==> src/rtl/cs_pkg.sv <==
// cs_pkg: shared widths, FSM state type and the shift-add x9 helper for the CS sequencer.
package cs_pkg;
   localparam int X_W   = 8;
   localparam int WIN   = 9;
   localparam int Y_W   = X_W + 2;
   localparam int SUM_W = X_W + 4;

   typedef enum logic [1:0] {IDLE, SCAN, DONE} state_t;
   typedef logic [3:0] idx_t;

   function automatic logic [SUM_W-1:0] times9(input logic [X_W-1:0] w);
      return (SUM_W'(w) << 3) + SUM_W'(w);
   endfunction
endpackage

==> src/rtl/cs_window.sv <==
// cs_window: 9-entry circular sample window with fill count, running sum and one read port.
module cs_window
   import cs_pkg::*;
(
   input  logic             clk,
   input  logic             reset,
   input  logic             i_we,
   input  logic             i_clr,
   input  logic [X_W-1:0]   i_x,
   input  idx_t             i_idx,
   output logic [SUM_W-1:0] o_sum,
   output logic [3:0]       o_count,
   output logic [X_W-1:0]   o_rd
);
   logic [X_W-1:0]   r_win [WIN];
   idx_t             r_wr_ptr;
   logic [3:0]       r_count;
   logic [SUM_W-1:0] r_sum;

   // The evicted slot is still 0 during fill, so the sum update needs no special case.
   always_ff @(posedge clk or negedge reset) begin
      if (!reset) begin
         for (int i = 0; i < WIN; i++) r_win[i] <= '0;
         r_wr_ptr <= '0;
         r_count  <= '0;
         r_sum    <= '0;
      end else if (i_clr) begin
         for (int i = 0; i < WIN; i++) r_win[i] <= '0;
         r_wr_ptr <= '0;
         r_count  <= '0;
         r_sum    <= '0;
      end else if (i_we) begin
         r_win[r_wr_ptr] <= i_x;
         r_sum    <= r_sum - SUM_W'(r_win[r_wr_ptr]) + SUM_W'(i_x);
         r_wr_ptr <= (r_wr_ptr == idx_t'(WIN - 1)) ? '0 : r_wr_ptr + 4'd1;
         r_count  <= (r_count == 4'(WIN)) ? r_count : r_count + 4'd1;
      end
   end

   assign o_sum   = r_sum;
   assign o_count = r_count;
   assign o_rd    = r_win[i_idx];
endmodule

==> src/rtl/cs_seq.sv <==
// cs_seq: handshaked CS sliding-window sequencer; serial 9-cycle scan finds largest Xi <= sum/9.
// Optional flush input when CS_SEQ_FLUSH_EN is defined.
module cs_seq
   import cs_pkg::*;
(
   input  logic           clk,
   input  logic           reset,
   input  logic [X_W-1:0] X,
   input  logic           in_valid,
   output logic           in_ready,
   output logic [Y_W-1:0] Y,
   output logic           out_valid,
   input  logic           out_ready
`ifdef CS_SEQ_FLUSH_EN
   ,
   input  logic           flush
`endif
);
   state_t           r_state;
   idx_t             r_idx;
   logic [X_W-1:0]   r_xappr;
   logic             w_flush;
   logic             w_accept;
   logic             w_take;
   logic [X_W-1:0]   w_rd;
   logic [X_W-1:0]   w_xnext;
   logic [SUM_W-1:0] w_sum;
   logic [3:0]       w_count;

`ifdef CS_SEQ_FLUSH_EN
   assign w_flush = flush;
`else
   assign w_flush = 1'b0;
`endif

   assign in_ready = (r_state == IDLE) && !w_flush;
   assign w_accept = in_valid && in_ready;
   // 9*Xi <= sum replaces the divide by 9
   assign w_take   = (times9(w_rd) <= w_sum) && (w_rd > r_xappr);
   assign w_xnext  = w_take ? w_rd : r_xappr;

   cs_window u_window (
      .clk     (clk),
      .reset   (reset),
      .i_we    (w_accept),
      .i_clr   (w_flush),
      .i_x     (X),
      .i_idx   (r_idx),
      .o_sum   (w_sum),
      .o_count (w_count),
      .o_rd    (w_rd)
   );

   always_ff @(posedge clk or negedge reset) begin
      if (!reset) begin
         r_state   <= IDLE;
         r_idx     <= '0;
         r_xappr   <= '0;
         Y         <= '0;
         out_valid <= 1'b0;
      end else if (w_flush) begin
         r_state   <= IDLE;
         out_valid <= 1'b0;
      end else begin
         case (r_state)
            IDLE: if (w_accept && w_count >= 4'd8) begin
               r_state <= SCAN;
               r_idx   <= '0;
               r_xappr <= '0;
            end
            SCAN: begin
               r_xappr <= w_xnext;
               if (r_idx == idx_t'(WIN - 1)) begin
                  Y         <= Y_W'(({1'b0, w_sum} + {1'b0, times9(w_xnext)}) >> 3);
                  out_valid <= 1'b1;
                  r_state   <= DONE;
               end else begin
                  r_idx <= r_idx + 4'd1;
               end
            end
            DONE: if (out_ready) begin
               out_valid <= 1'b0;
               r_state   <= IDLE;
            end
            default: r_state <= IDLE;
         endcase
      end
   end
endmodule

==> config.mk <==
export PLATFORM = sky130hd
export DESIGN_NAME = cs_seq
export DESIGN_NICKNAME = d
export VERILOG_FILES = /design/src/rtl/cs_pkg.sv /design/src/rtl/cs_window.sv /design/src/rtl/cs_seq.sv
export SDC_FILE = /design/constraint.sdc
export NUM_CORES = 1
export LEC_CHECK = 0
export CAP_MARGIN = 25
export CORE_MARGIN = 1.5
export CORE_UTILIZATION = 35
export DETAILED_ROUTE_END_ITERATION = 8
export PLACE_DENSITY_LB_ADDON = 0.05
export SETUP_SLACK_MARGIN = 0.4
export SYNTH_ARGS = -nofsm -noshare
export SYNTH_HDL_FRONTEND = slang
export SYNTH_HIERARCHICAL = 1
export SYNTH_SLANG_ARGS = --single-unit
==> constraint.sdc <==
create_clock -name clk -period 9.2 [get_ports clk]
set_input_delay 1.38 -clock clk [delete_from_list [all_inputs] [get_ports clk]]
set_output_delay 1.38 -clock clk [all_outputs]
set_load 0.03 [all_outputs]
==> metrics, run 1 <==
width of the die between 150 and 200 um; Ant. Diodes 0; antenna violations before repair 0; max_cap viols 0; RSZ-0062 raised after global routing false; CP startpoint kind register; CP max stage cell dfrtp_1; final wirelength ~24000 um; share of layout cells above drive strength 1 0.0888; drt pass-1 iters 5; hold_buf cts 0; status complete, no violations; vias in the first global route around 6600; CP delay by family, top compound AO/OA/AOI/OAI gates; Detail Placement HPWL around 17000 um; post-synthesis sequential area ratio 0.355; Critical Path Max Stage Delay 0.69 ns; DRC viols 0; postcts setup bufs 0; post-route ant nets 0; CTS tree yes; synth unique cells 60; pin slew with the least headroom to its limit between 1 and 1.5 ns; cts bufs inserted 17; core area roughly 23000 um^2; commonest non-fill, non-tap cell in the layout nand2_1; Hold Violations, Final 0; Crit Reg-Reg Endpoint Y[8]$_DFFE_PN0P_; Starting DRT DRC Count between 300 and 400; Fillers roughly 2400; Final Critical Period slightly below 8 ns; Pwr Density ~210 nW/um^2; io pins 24; Die Y between 150 and 200 um; most frequent cells in the layout nand2_1 (201), dfrtp_1 (117), a21oi_1 (114); Mapped Cells around 940; clock latency on the worst-skew pair 0.43 ns; cell mode on critical path a21oi_1; Final Util 0.412; CP arrival slightly above 8 ns; setup tns final 0 ns; clock-pin slew on the worst setup and hold paths around 0.060 ns; worst hold path type reg -> reg; initial core utilization 0.361; Ys Warns 6; Clock Path Buffers 2; final critical-path share of the clock period 0.858; NumNets Final 1042; Critical Path End Type register; Vias/cell approximately 5; GR Overflow Total 0; P_leak around 4.2 nW; Worst Reg2Reg Path Length in Cells 29; Peak VDD IR between 0.00008 and 0.00009 V; Mapped Area 8240 um^2; max-slew violations 0; Highest Clock Rate 127 MHz; Worst Skew ~0.013 ns; # rows 55; root buf cell clkbuf_16; Post-synth EDFFs 0; Max Fanout on Critical Path 14; Setup Crit Path Kind reg -> reg; flop2flop setup slack approximately 1.3 ns; CP Capture Point Y[8]$_DFFE_PN0P_; H-tree depth 4; Worst EP required 9.50 ns; reg2reg start r_idx[0]$_DFFE_PN0P_; CP bufs+invs 3; Layout Area Growth over Synthesis 14.2%; max_slew headroom 0.300; syn_area_per_cell 8.76 um^2; Placer Congestion 0.840; Die ar. 24500 um^2; Synth Register Bits approximately 120; ys flop type dfrtp_1; number of port buffers 23; hold_ws 0.476 ns; cell depth of the worst setup path 29; WL/cell between 15 and 20 um; first-pass GRT wire length a little under 40000 um; largest net degree at the start of global routing between 70 and 80; Final setup viols 0; worst setup path startpoint r_idx[0]$_DFFE_PN0P_; PostCTS Resize Cnt 0; DR vias approximately 6600; overall routing resource usage 0.208; async set or reset register ratio after synthesis 1.00; CTS sink cnt ~120
[power by group]
part           internal, mW  switching (mW)
registers             0.546          0.0569
logic                 0.280           0.385
clock network         0.435           0.281
[synthesized netlist by cell type, types with 3 or more instances]
master,instances,share of area
a211oi_1,5,0.0046
a21o_1,13,0.012
a21oi_1,114,0.069
a31oi_1,5,0.0038
and3_1,4,0.0030
and4_1,4,0.0043
buf_2,14,0.0085
clkbuf_1,26,0.012
dfrtp_1,117,0.36
fa_1,14,0.034
ha_1,60,0.091
inv_1,79,0.036
mux2_2,4,0.0055
mux2i_1,31,0.038
mux4_2,24,0.066
nand2_1,201,0.092
nand2b_1,9,0.0068
nand3_1,16,0.0097
nand4_1,11,0.0084
nor2_1,61,0.028
nor2b_1,6,0.0046
nor3_1,9,0.0055
o21ai_0,31,0.019
o22ai_1,15,0.011
or3_1,3,0.0023
xnor2_1,12,0.013
xor2_1,13,0.014
[state kept, by name, summed over array words and instances (netlist names)]
register	cells
u_window/o_sum	12
r_idx	4
u_window/r_win	72
Y	10
u_window/r_wr_ptr	4
r_xappr	8
u_window/o_count	4
out_valid	1
r_state	2
[worst register-to-register path: cells and delay by family (launching register included)]
kind                       cells  cell delay [ns]
muxes                          2             0.73
xor gates and xnor gates       1             0.15
and+or+nand+nor                8             1.85
AOI/OAI and AO/OA             11             2.33
adders and majority gates      4             1.49
DFF                            1             0.69
buffers and inverters          3             0.53
[logic make-up (layout without fill, tap and decap cells)]
| kind of cell | count (synthesis) | in the layout | synth area share |
|---|---|---|---|
| AND/OR/NAND/NOR | 335 | 335 | 0.176 |
| AO/OA/AOI/OAI | 206 | 206 | 0.146 |
| buffers and inverters | 123 | 147 | 0.0600 |
| flip-flops | 117 | 117 | 0.355 |
| adder cells (fa/ha/maj) | 74 | 74 | 0.125 |
| multiplexers | 60 | 60 | 0.110 |
| XOR/XNOR | 25 | 25 | 0.0266 |
| other | 1 | 5 | 0.000455 |
[worst min path at each step]
stage,startpoint,to,depth (start not counted)
after floorplan,u_window/o_sum[7]$_DFFE_PN0P_,u_window/o_sum[7]$_DFFE_PN0P_,2
after global placement,Y[4]$_DFFE_PN0P_,Y[4]$_DFFE_PN0P_,2
after detailed placement,Y[5]$_DFFE_PN0P_,Y[5]$_DFFE_PN0P_,2
after CTS,Y[5]$_DFFE_PN0P_,Y[5]$_DFFE_PN0P_,2
after global routing,Y[0]$_DFFE_PN0P_,Y[0]$_DFFE_PN0P_,2
final,Y[5]$_DFFE_PN0P_,Y[5]$_DFFE_PN0P_,2
[through the flow]
stage	area [um^2]	setup WS, ns	power [mW]	instances
3_3_place_gp	8750	1.39	1.29	1247
2_1_floorplan	8260	2.59	1.11	945
5_1_grt	9410	0.592	2.11	1282
3_5_place_dp	8760	1.25	1.28	1248
4_1_cts	9380	1.23	2.01	1280
6_report	9410	1.31	1.98	1282
[per-layer routing]
| metal | vias up | GRT usage | wire length [um] |
|---|---|---|---|
| met1 | 3219 | 0.288 | 11500 |
| met5 | - | 0 | 0 |
| met4 | 0 | 0.0594 | 327 |
| met3 | 23 | 0.0302 | 542 |
| met2 | 89 | 0.338 | 11400 |
| li1 | 3259 | - | - |
[cell type report]
class / count / area [um^2] / area share
multi-input cells: 705 / 4830 / 0.514
repair buffers: 36 / 343 / 0.0364
clock buffers: 18 / 429 / 0.0456
clock inverters: 14 / 190 / 0.0202
inverters: 79 / 297 / 0.0315
flip-flops and latches: 117 / 2930 / 0.311
well taps: 313 / 392 / 0.0416
(Power assumes the default switching activity.)
==> inputs of run 2 (changes only) <==
--- a/config.mk
+++ b/config.mk
@@ -7,7 +7,7 @@
 export LEC_CHECK = 0
 export CAP_MARGIN = 25
 export CORE_MARGIN = 1.5
-export CORE_UTILIZATION = 35
+export CORE_UTILIZATION = 30
 export DETAILED_ROUTE_END_ITERATION = 8
 export PLACE_DENSITY_LB_ADDON = 0.05
 export SETUP_SLACK_MARGIN = 0.4
==> run 2 against run 1 <==
Compared with the run above:
- final cell count increased by 2.0%
- combinational power is 0.6% lower
- routed wire length is 6.9% higher
- critical path depth down 2
- clock-buffer cell count is 3 higher
- sequential share of layout area rose by 0.15 points
- register-to-register slack got worse by 0.30 ns
==> metrics, run 2 (synthesis gave the netlist of run 1 again) <==
most frequent cells in the layout nand2_1 (201), dfrtp_1 (117), a21oi_1 (114); CP delay by family, top simple AND/OR/NAND/NOR gates; Hold Violations, Final 0 (unchanged); initial core utilization 0.306 (-0.0549); Setup Crit Path Kind reg -> reg; Max Fanout on Critical Path 20 (+6); status complete, no violations; P_leak 4.12 nW (-0.88%); CP arrival 8.50 ns (+0.30 ns); DR vias 6642 (+0.79%); antenna violations before repair 0 (unchanged); final critical-path share of the clock period 0.891 (+0.0326); clock share of power 0.342 (-0.019); Detail Placement HPWL 18800 um (+7.8%); WL/cell 19.5 um (+4.8%); clock latency on the worst-skew pair 0.43 ns (about the same); Final setup viols 0 (unchanged); RSZ-0062 raised after global routing false; pin slew with the least headroom to its limit 0.995 ns (-0.0470 ns); overall routing resource usage 0.190 (-0.0184); max_cap viols 0 (unchanged); Worst Skew 0.00924 ns (-0.00421 ns); clock-pin slew on the worst setup and hold paths 0.06 ns (about the same); Worst EP required 9.50 ns (about the same); drt pass-1 iters 5 (unchanged); Highest Clock Rate 122 MHz (-3.7%); PostCTS Resize Cnt 0 (unchanged); post-route ant nets 0 (unchanged); Seq pwr share 0.316 (+0.012); CP Capture Point Y[8]$_DFFE_PN0P_; number of port buffers 23 (unchanged); DRC viols 0 (unchanged); max-slew violations 0 (unchanged); Die ar. 28500 um^2 (+16%); flop2flop setup slack 1.01 ns (-0.30 ns); Vias/cell 5.08 (-1.2%); max_slew headroom 0.330 (+0.0297); CTS sink cnt 117 (unchanged); Placer Congestion 0.817 (-2.7%); Starting DRT DRC Count 472 (+34%); width of the die 169 um (+7.9%); # rows 60 (+9.1%); final wirelength 25500 um (+6.9%); Pwr Total 1.93 mW (-2.7%); Largest register FFs 72 (unchanged); io pins 24 (unchanged); GR Overflow Total 0 (unchanged); worst hold path type reg -> reg; Worst Reg2Reg Path Length in Cells 27 (-6.9%); share of layout cells above drive strength 1 0.0869 (-0.00188); worst setup path startpoint r_idx[1]$_DFFE_PN0P_; CTS tree yes; Critical Path End Type register; root buf cell clkbuf_16; Top reg by flops u_window/r_win; largest net degree at the start of global routing 56 (-24%); Die Y 169 um (+7.9%); setup tns final 0 ns (unchanged); cell depth of the worst setup path 27 (-6.9%); worst hold start Y[4]$_DFFE_PN0P_; cts bufs inserted 17 (unchanged); Layout Area Growth over Synthesis 13.7%; Crit Reg-Reg Endpoint Y[8]$_DFFE_PN0P_; commonest non-fill, non-tap cell in the layout nand2_1; reg2reg start r_idx[1]$_DFFE_PN0P_; postcts setup bufs 0 (unchanged); hold_buf cts 0 (unchanged); Comb pwr share 0.342 (+0.007); Peak VDD IR 0.000104 V (+18%); Switch Pwr 712 uW (-1.5%); Pwr Density 206 nW/um^2 (-2.2%); Reg area 2930 um^2 (unchanged); Clock Path Buffers 2 (unchanged); Final Critical Period 8.19 ns (+0.300 ns); Switching Share 0.369 (+0.00451); Pint 1.22 mW (-3.4%); Fillers 2805 (+19%); area of the multi-input gates 4830 um^2 (unchanged); CP bufs+invs 1 (-2); CP max stage cell dfrtp_1; Ant. Diodes 0 (unchanged); H-tree depth 4 (unchanged); core area 27000 um^2 (+18%); Critical Path Max Stage Delay 0.91 ns (+0.22 ns); CP startpoint kind register; vias in the first global route 6752 (+2.2%); first-pass GRT wire length 40900 um (+6.2%); NumNets Final 1041 (-0.096%)
-- run 2: worst min-delay path by stage --
stage | endpoint | slack [ns] | cells past startpoint
finish | Y[4]$_DFFE_PN0P_ | 0.48 | 2
floorplan | u_window/o_sum[7]$_DFFE_PN0P_ | 0.47 | 2
detailed placement | Y[4]$_DFFE_PN0P_ | 0.47 | 2
global route | Y[7]$_DFFE_PN0P_ | 0.51 | 2
CTS | Y[4]$_DFFE_PN0P_ | 0.49 | 2
global placement | Y[4]$_DFFE_PN0P_ | 0.47 | 2
-- run 2: cell type report --
cell class / count / area share
clock inverters: 10 / 0.0106
well taps: 341 / 0.0456
inverters: 79 / 0.0317
flip-flops and latches: 117 / 0.313
repair buffers: 35 / 0.0334
clock buffers: 21 / 0.0502
multi-input cells: 705 / 0.516
-- run 2: per-stage QoR --
| step | std cells | hold WS (ns) | util | instance area (um^2) | worst slack (ns) |
|---|---|---|---|---|---|
| after floorplan | 945 | 0.471 | - | 8260 | 2.59 |
| after global placement | 1274 | 0.466 | 0.326 | 8780 | 1.05 |
| after detailed placement | 1276 | 0.474 | 0.326 | 8790 | 1.08 |
| after CTS | 1307 | 0.489 | 0.347 | 9360 | 1.02 |
| after global routing | 1308 | 0.511 | 0.348 | 9370 | 0.447 |
| final | 1308 | 0.482 | 0.348 | 9370 | 1.01 |
-- run 2: power groups by stage --
stage          clock (mW)  combinational, mW  sequential, mW
6_report            0.661              0.661           0.609
5_1_grt             0.700              0.753           0.618
4_1_cts             0.678              0.667           0.612
3_5_place_dp            0              0.664           0.620
3_3_place_gp            0              0.670           0.622
2_1_floorplan           0              0.531           0.582
-- run 2: worst min-delay path: stages (launching register included) --
cell,delay (ns)
dfrtp_1,0.34
nand2_1,0.05
o21ai_0,0.06
-- run 2: per-layer routing --
metal	GRT usage	wire length [um]
met2	0.309	12000
met3	0.0323	504
met1	0.262	12600
met4	0.0462	344
met5	0	0
